$ cat src/rtl/bistable_pkg.sv
// rtl/bistable_pkg.sv - shared encodings and reset values for the bistable cell bank
// Purpose: JK/SR input encodings and the reset values used by every lane.
// Ports: none (package).
package bistable_pkg;

  // JK input encodings, applied to {j,k}
  localparam logic [1:0] JK_HOLD   = 2'b00;
  localparam logic [1:0] JK_RESET  = 2'b01;
  localparam logic [1:0] JK_SET    = 2'b10;
  localparam logic [1:0] JK_TOGGLE = 2'b11;

  // SR input encodings, applied to {s,r}
  localparam logic [1:0] SR_HOLD    = 2'b00;
  localparam logic [1:0] SR_RESET   = 2'b01;
  localparam logic [1:0] SR_SET     = 2'b10;
  localparam logic [1:0] SR_INVALID = 2'b11;

  // Reset values for true output, complement output and invalid flag
  localparam logic RST_Q   = 1'b0;
  localparam logic RST_QN  = 1'b1;
  localparam logic RST_ERR = 1'b0;

endpackage

$ cat src/rtl/bistable_lane.sv
// rtl/bistable_lane.sv - one bit of D, JK and SR storage plus the SR invalid flag
// Purpose: single lane of the bistable bank; all outputs come straight from flops.
// Ports:
//   clk, rst       clock and synchronous active-high reset
//   en             update enable (tie high when unused)
//   d              D input
//   j, k           JK inputs
//   s, r           SR inputs
//   d_q, d_qn      D state and complement
//   jk_q, jk_qn    JK state and complement
//   sr_q, sr_qn    SR state and complement (both 0 after s=r=1)
//   sr_err         set for one cycle after an edge that sampled s=r=1
module bistable_lane
  import bistable_pkg::*;
(
  input  logic clk,
  input  logic rst,
  input  logic en,
  input  logic d,
  input  logic j,
  input  logic k,
  input  logic s,
  input  logic r,
  output logic d_q,
  output logic d_qn,
  output logic jk_q,
  output logic jk_qn,
  output logic sr_q,
  output logic sr_qn,
  output logic sr_err
);

  logic jk_next;
  logic sr_q_next;
  logic sr_qn_next;
  logic sr_err_next;

  always_comb begin
    jk_next = jk_q;
    case ({j, k})
      JK_HOLD:   jk_next = jk_q;
      JK_RESET:  jk_next = 1'b0;
      JK_SET:    jk_next = 1'b1;
      JK_TOGGLE: jk_next = ~jk_q;
      default:   jk_next = jk_q;
    endcase
  end

  always_comb begin
    sr_q_next   = sr_q;
    sr_qn_next  = sr_qn;
    sr_err_next = 1'b0;
    case ({s, r})
      // Hold keeps q; qn is rebuilt from q so that leaving the invalid state
      // (q=qn=0) resolves reset-dominant to qn=1.
      SR_HOLD: begin
        sr_q_next  = sr_q;
        sr_qn_next = ~sr_q;
      end
      SR_RESET: begin
        sr_q_next  = 1'b0;
        sr_qn_next = 1'b1;
      end
      SR_SET: begin
        sr_q_next  = 1'b1;
        sr_qn_next = 1'b0;
      end
      SR_INVALID: begin
        // NOR-latch behaviour: both outputs pulled low
        sr_q_next   = 1'b0;
        sr_qn_next  = 1'b0;
        sr_err_next = 1'b1;
      end
      default: begin
        sr_q_next  = sr_q;
        sr_qn_next = sr_qn;
      end
    endcase
  end

  always_ff @(posedge clk) begin
    if (rst) begin
      d_q    <= RST_Q;
      d_qn   <= RST_QN;
      jk_q   <= RST_Q;
      jk_qn  <= RST_QN;
      sr_q   <= RST_Q;
      sr_qn  <= RST_QN;
      sr_err <= RST_ERR;
    end else if (en) begin
      d_q    <= d;
      d_qn   <= ~d;
      jk_q   <= jk_next;
      jk_qn  <= ~jk_next;
      sr_q   <= sr_q_next;
      sr_qn  <= sr_qn_next;
      sr_err <= sr_err_next;
    end
  end

endmodule

$ cat src/rtl/bistable_cell_bank.sv
// rtl/bistable_cell_bank.sv - WIDTH independent lanes of D, JK and SR storage
// Purpose: bank of clocked bistable lanes; every output is registered, latency 1 clk.
// Optional feature: define BISTABLE_ENABLE_EN to add the en input (en=0 holds every lane).
// Ports:
//   clk, rst         clock and synchronous active-high reset (reset beats en)
//   d, j, k, s, r    per-lane inputs, WIDTH bits each
//   en               update enable (only with BISTABLE_ENABLE_EN)
//   d_q/d_qn, jk_q/jk_qn, sr_q/sr_qn, sr_err   per-lane registered outputs
module bistable_cell_bank
  import bistable_pkg::*;
#(
  parameter int WIDTH = 1
) (
  input  logic             clk,
  input  logic             rst,
  input  logic [WIDTH-1:0] d,
  input  logic [WIDTH-1:0] j,
  input  logic [WIDTH-1:0] k,
  input  logic [WIDTH-1:0] s,
  input  logic [WIDTH-1:0] r,
`ifdef BISTABLE_ENABLE_EN
  input  logic             en,
`endif
  output logic [WIDTH-1:0] d_q,
  output logic [WIDTH-1:0] d_qn,
  output logic [WIDTH-1:0] jk_q,
  output logic [WIDTH-1:0] jk_qn,
  output logic [WIDTH-1:0] sr_q,
  output logic [WIDTH-1:0] sr_qn,
  output logic [WIDTH-1:0] sr_err
);

  logic lane_en;

`ifdef BISTABLE_ENABLE_EN
  assign lane_en = en;
`else
  assign lane_en = 1'b1;
`endif

  for (genvar i = 0; i < WIDTH; i++) begin : g_lane
    bistable_lane u_lane (
      .clk    (clk),
      .rst    (rst),
      .en     (lane_en),
      .d      (d[i]),
      .j      (j[i]),
      .k      (k[i]),
      .s      (s[i]),
      .r      (r[i]),
      .d_q    (d_q[i]),
      .d_qn   (d_qn[i]),
      .jk_q   (jk_q[i]),
      .jk_qn  (jk_qn[i]),
      .sr_q   (sr_q[i]),
      .sr_qn  (sr_qn[i]),
      .sr_err (sr_err[i])
    );
  end

endmodule

$ cat config.mk
export PLATFORM = sky130hd
export DESIGN_NAME = bistable_cell_bank
export DESIGN_NICKNAME = d
export VERILOG_FILES = /design/src/rtl/bistable_pkg.sv /design/src/rtl/bistable_lane.sv /design/src/rtl/bistable_cell_bank.sv
export SDC_FILE = /design/constraint.sdc
export NUM_CORES = 1
export LEC_CHECK = 0
export CORE_AREA = 2 2 39 41
export DETAILED_ROUTE_END_ITERATION = 10
export DIE_AREA = 0 0 41 43
export PLACE_DENSITY_LB_ADDON = 0.15
export SETUP_SLACK_MARGIN = 0.15
export SLEW_MARGIN = 5
export SYNTH_ARGS = -nofsm -noshare
export SYNTH_HDL_FRONTEND = slang
export SYNTH_SLANG_ARGS = --single-unit
export TNS_END_PERCENT = 10
$ cat constraint.sdc
create_clock -name clk -period 1 [get_ports clk]
set_clock_uncertainty 0.2 [all_clocks]
set_input_delay 0.2 -clock clk [delete_from_list [all_inputs] [get_ports clk]]
set_output_delay 0.2 -clock clk [all_outputs]
set_load 0.02 [all_outputs]
# Yosys cells after proc, flatten, opt, wreduce, memory -nomap -nowiden
# Cells that the tools add are included.
[classes] n_bitwise=4 reduce_logical=4 mux=4 n_eq_ne=6
[ops] op="== test 2 bit, second input constant" count=4
[ops] op="== test 2 x 1 -> 1 bit, second input constant" count=2
[ops] op="zero test 2 bit" count=2
[ops] op="inverter 1 bit" count=4
[ops] op="one-hot mux 1 bit (4 select lines)" count=1
[ops] op="OR reduction 2 bit" count=2
[ops] op="one-hot mux 1 bit (3 select lines)" count=1
[ops] op="one-hot mux 1 bit (2 select lines)" count=1
[ops] op="two-way mux 1 bit" count=1
[totals] regBits=7 output_inout_bits=7 inputBits=7 wordCells=25

# Depth between registers and ports, before layout
[logic_depth] word_depth=3 depth_mapped=2 depth_no_buf=2

# Hierarchy
# Synthesis repeated with hierarchy kept, for this count alone.
[hier_totals] cells_unflattened=30 hier_area_um2=297.8
[by_module_without_submodules] module="bistable_lane" instances=1 cells_per_inst=29 seq_area_each_um2=140.1 area_per_inst_um2=294.0
[by_module_without_submodules] module="bistable_cell_bank" instances=1 cells_per_inst=1 seq_area_each_um2=0.0 area_per_inst_um2=3.8

# Least setup slack after synthesis
# OpenSTA, ideal clock, no wires.
[synth_path] path_kind="flip-flop to flip-flop" startpoint="register g_lane[0].u_lane.jk_q" endpoint="register g_lane[0].u_lane.jk_qn" period_less_slack_ns=1.062 stages_incl_launch_ff=3 path_slack_ns=-0.062 required_ns=0.680 setup_ns=0.120 n_path_buf=0 t_arrival_ns=0.743 path_cell_list="dfxtp_1 > nor2_1 > a211o_1"
[synth_via] elab_chain_len=3
[synth_rtl] item="start: declaration" line_no="bistable_lane.sv:26" source="output logic jk_q,"
[synth_rtl] item="start signal: assignment" line_no="bistable_lane.sv:93" source="jk_q <= jk_next;"
[synth_rtl] item="inverter 1 bit" line_no="bistable_lane.sv:44" source="JK_TOGGLE: jk_next = ~jk_q;"
[synth_rtl] item="one-hot mux 1 bit (4 select lines) *" line_no="bistable_lane.sv:40" source="case ({j, k})"
[synth_rtl] item="inverter 1 bit *" line_no="bistable_lane.sv:94" source="jk_qn <= ~jk_next;"
[synth_rtl] item="end signal: assignment" line_no="bistable_lane.sv:94"
[synth_rtl] item="end: declaration" line_no="bistable_lane.sv:27" source="output logic jk_qn,"
# Every way passes the cells marked *; elsewhere a longest branch is shown, timed or not.
# A chain may end at the register's enable or synchronous reset.

# Worst setup path after layout
[layout_path] startpoint="register g_lane[0].u_lane.jk_q" endpoint="output port jk_q"
[layout_rtl] item="end: declaration" line_no="bistable_cell_bank.sv:26" source="output logic [WIDTH-1:0] jk_q,"
# No word-level cell between the ends.

==> reports/results.tsv <==
stage	metric	value	unit
grt	gr-usage-all-layers	0.07243	
sta	setup_viol_count_final	8	
sta	maxSlewHeadroom	0.8695	
synthesis	ys_ff_latch	7	
finish	antenna_cells	0	
clock_tree	cts_max_level	1	
floorplanning	die_h	43	microns
grt	grt_pass1_wl	738	microns
flow_run	cap_violations	0	
grt	antenna_found_initial	0	
sta	finalMaxSlewViolations	0	
clock_tree	cts_buffers	3	
synthesis	yosysSeqAreaShare	0.7000	
placed_design	post-dp-hpwl	358.7	microns
min_path	hold_path_class	in -> reg	
clock_tree	tritoncts	built	
placed_design	post-place-ws	-0.3283	ns
floorplanning	coreArea	1384	sq um
clock_tree	hold_buffers	0	
finish	layout_commonest_cell	buf_6	
route	dr_total_vias	185	
setup_path	crit_family	flip-flops	
route	wl_per_cell	8.519	microns
setup_path	cpPeakStageDelay	0.34	ns
sta	rsz0062_at_grt	true	
min_path	hold_depth	2	
sta	hold_violations	0	
clock_tree	cts_max_path_buffers	2	
clock_tree	clock_latency	0.24	ns
finish	drive_gt1_frac	0.5556	
floorplanning	io_pins	14	
synthesis	ys_types	10	
synthesis	synth_top_area_cell	dfxtp_1	
setup_path	worstSetupPathType	reg -> out	
power_and_ir_drop	power_density	1643	nW/um^2
clock_tree	cts_num_sinks	7	
synthesis	yosysTopAreaCellShare	0.7000	
synthesis	ys_warn_count	0	
sta	worstMarginPinSlew	0.1957	ns
floorplanning	initial_core_util	0.1447	
finish	area_delta_synth_final	104.4	%
synthesis	syn_area_per_cell	11.12	sq um
grt	grt_max_degree	7	
setup_path	cp_num_cells	1	
setup_path	cp-end-kind	primary output	
floorplanning	die_area	1763	sq um
route	drtAntennaViolNets	0	
sta	worst_hold_slack	0.1118	ns
finish	fin_nets	44	
setup_path	worstPathCellList	buf_6	
route	dr.first_iter.drc_count	0	
sta	post-route-min-period	1.115	ns
setup_path	path_buf_inv	1	
run_status	violations	negative setup slack	
route	drc_errors	0	
floorplanning	die_w	41	microns
placed_design	placed_area	365.4	sq um
route	drt-total-wl	443	microns
route	drt_pass1_iterations	1	
sta	worst_slack	-0.1151	ns
sta	finalSetupTns	-0.6198	ns
finish	seqCellArea	151.4	sq um
setup_path	required	0.60	ns
route	via_per_inst	3.558	
clock_tree	cts_root_buffer	clkbuf_4	
synthesis	synthCells	18	
placed_design	io_buffers	13	
placed_design	routabilityCongestion	0.5828	
power_and_ir_drop	power.total	0.6722	mW
synthesis	synth.area.top_cells	dfxtp_1 (70%), nor2_1 (5.6%), a211o_1 (4.4%)	
setup_path	cp.arrival	0.72	ns
floorplanning	std_cell_rows	14	
clock_tree	clkTransAtPathRegs	0.05	ns
grt	overflow	0	
setup_path	cpMaxStageDelayCell	dfxtp_4	
synthesis	syn-cell-area	200.2	sq um
grt	first_global_vias	189	
sta	fin_crit_sh	1.115	
power_and_ir_drop	ir_drop	0.5327	mV
finish	fillCellCount	153	
run_status	run_status	finished, violations left	
setup_path	crit_path_start_kind	flop	
power_and_ir_drop	p_leak	0.1810	nW
synthesis	synth_fp_nets	25	
setup_path	worst-path-max-fanout	2	
finish	final_cell_mix	buf_6 (8), dfxtp_2 (6), clkbuf_4 (3), clkdlybuf4s50_1 (3), dlygate4sd2_1 (3)	
setup_path	rr_worst_depth	2	
sta	fmax	0.8968	GHz
finish	multi_input_area	61.31	sq um
finish	finish.instance_area	409.1	sq um
-- flip-flops by register name (all words and copies together), names as in the netlist --
signal and cells:
g_lane.u_lane.jk_qn 1, g_lane.u_lane.sr_err 1, g_lane.u_lane.d_q 1, g_lane.u_lane.jk_q 1, g_lane.u_lane.sr_qn 1, g_lane.u_lane.d_qn 1, g_lane.u_lane.sr_q 1
-- cell type report --
type                    count  share of cell area
multi-input cells          10              0.1498
clock buffers               4             0.06422
flip-flops and latches      7              0.3700
well taps                  16             0.04893
repair buffers             14              0.3578
inverters                   1            0.009174
-- logic make-up (layout without fill, tap and decap cells) --
logic type,after synthesis,after routing,share of synthesized area
buffers and inverters,1,19,0.01873
and+or+nand+nor,7,7,0.1625
AOI/OAI and AO/OA,3,3,0.1188
DFF,7,7,0.7000
-- repair_timing --
action / 4_1_cts / 5_1_grt
endpoints found under the setup margin: 14 / 10
resized for setup: 50 / 2
hold endpoints to repair: 0 / 0
setup buffers: 0 / 0
-- layer usage --
layer  track usage  wire length [microns]  vias to the layer above
met5             0                      0                        -
met4       0.08000                      0                        0
met3       0.06283                     41                        0
met2        0.1031                    276                        6
met1       0.04854                    125                       84
li1              -                      -                       95
-- synth_stat cells (all sizes together) --
master / number
dfxtp: 7
nor2: 3
a211o: 1
a211oi: 1
inv: 1
nand2: 1
nand2b: 1
nor2b: 1
nor3: 1
o21bai: 1
-- report_power, final --
part | total [mW] | switching (mW) | internal, mW
sequential | 0.308 | 0.00949 | 0.298
combinational | 0.107 | 0.0450 | 0.0620
clock | 0.257 | 0.105 | 0.152
-- metrics by stage --
stage,util,cells
CTS,0.2911,52
floorplan,-,18
finish,0.2957,52
global placement,0.2640,48
detailed placement,0.2640,48
global route,0.2957,52
-- path summary, 6_finish.rpt --
kind	from	endpoint	slack (ns)
worst max-delay path	g_lane[0].u_lane.jk_q$_SDFF_PP0_	jk_q	-0.12
worst min-delay path	s	g_lane[0].u_lane.sr_qn$_SDFF_PP1_	0.11
worst max register to register	g_lane[0].u_lane.jk_q$_SDFF_PP0_	g_lane[0].u_lane.jk_qn$_SDFF_PP1_	0
worst min register to register	g_lane[0].u_lane.sr_q$_SDFFE_PP0P_	g_lane[0].u_lane.sr_q$_SDFFE_PP0P_	0.31
No activity file was read; power rests on OpenSTA's default activity.
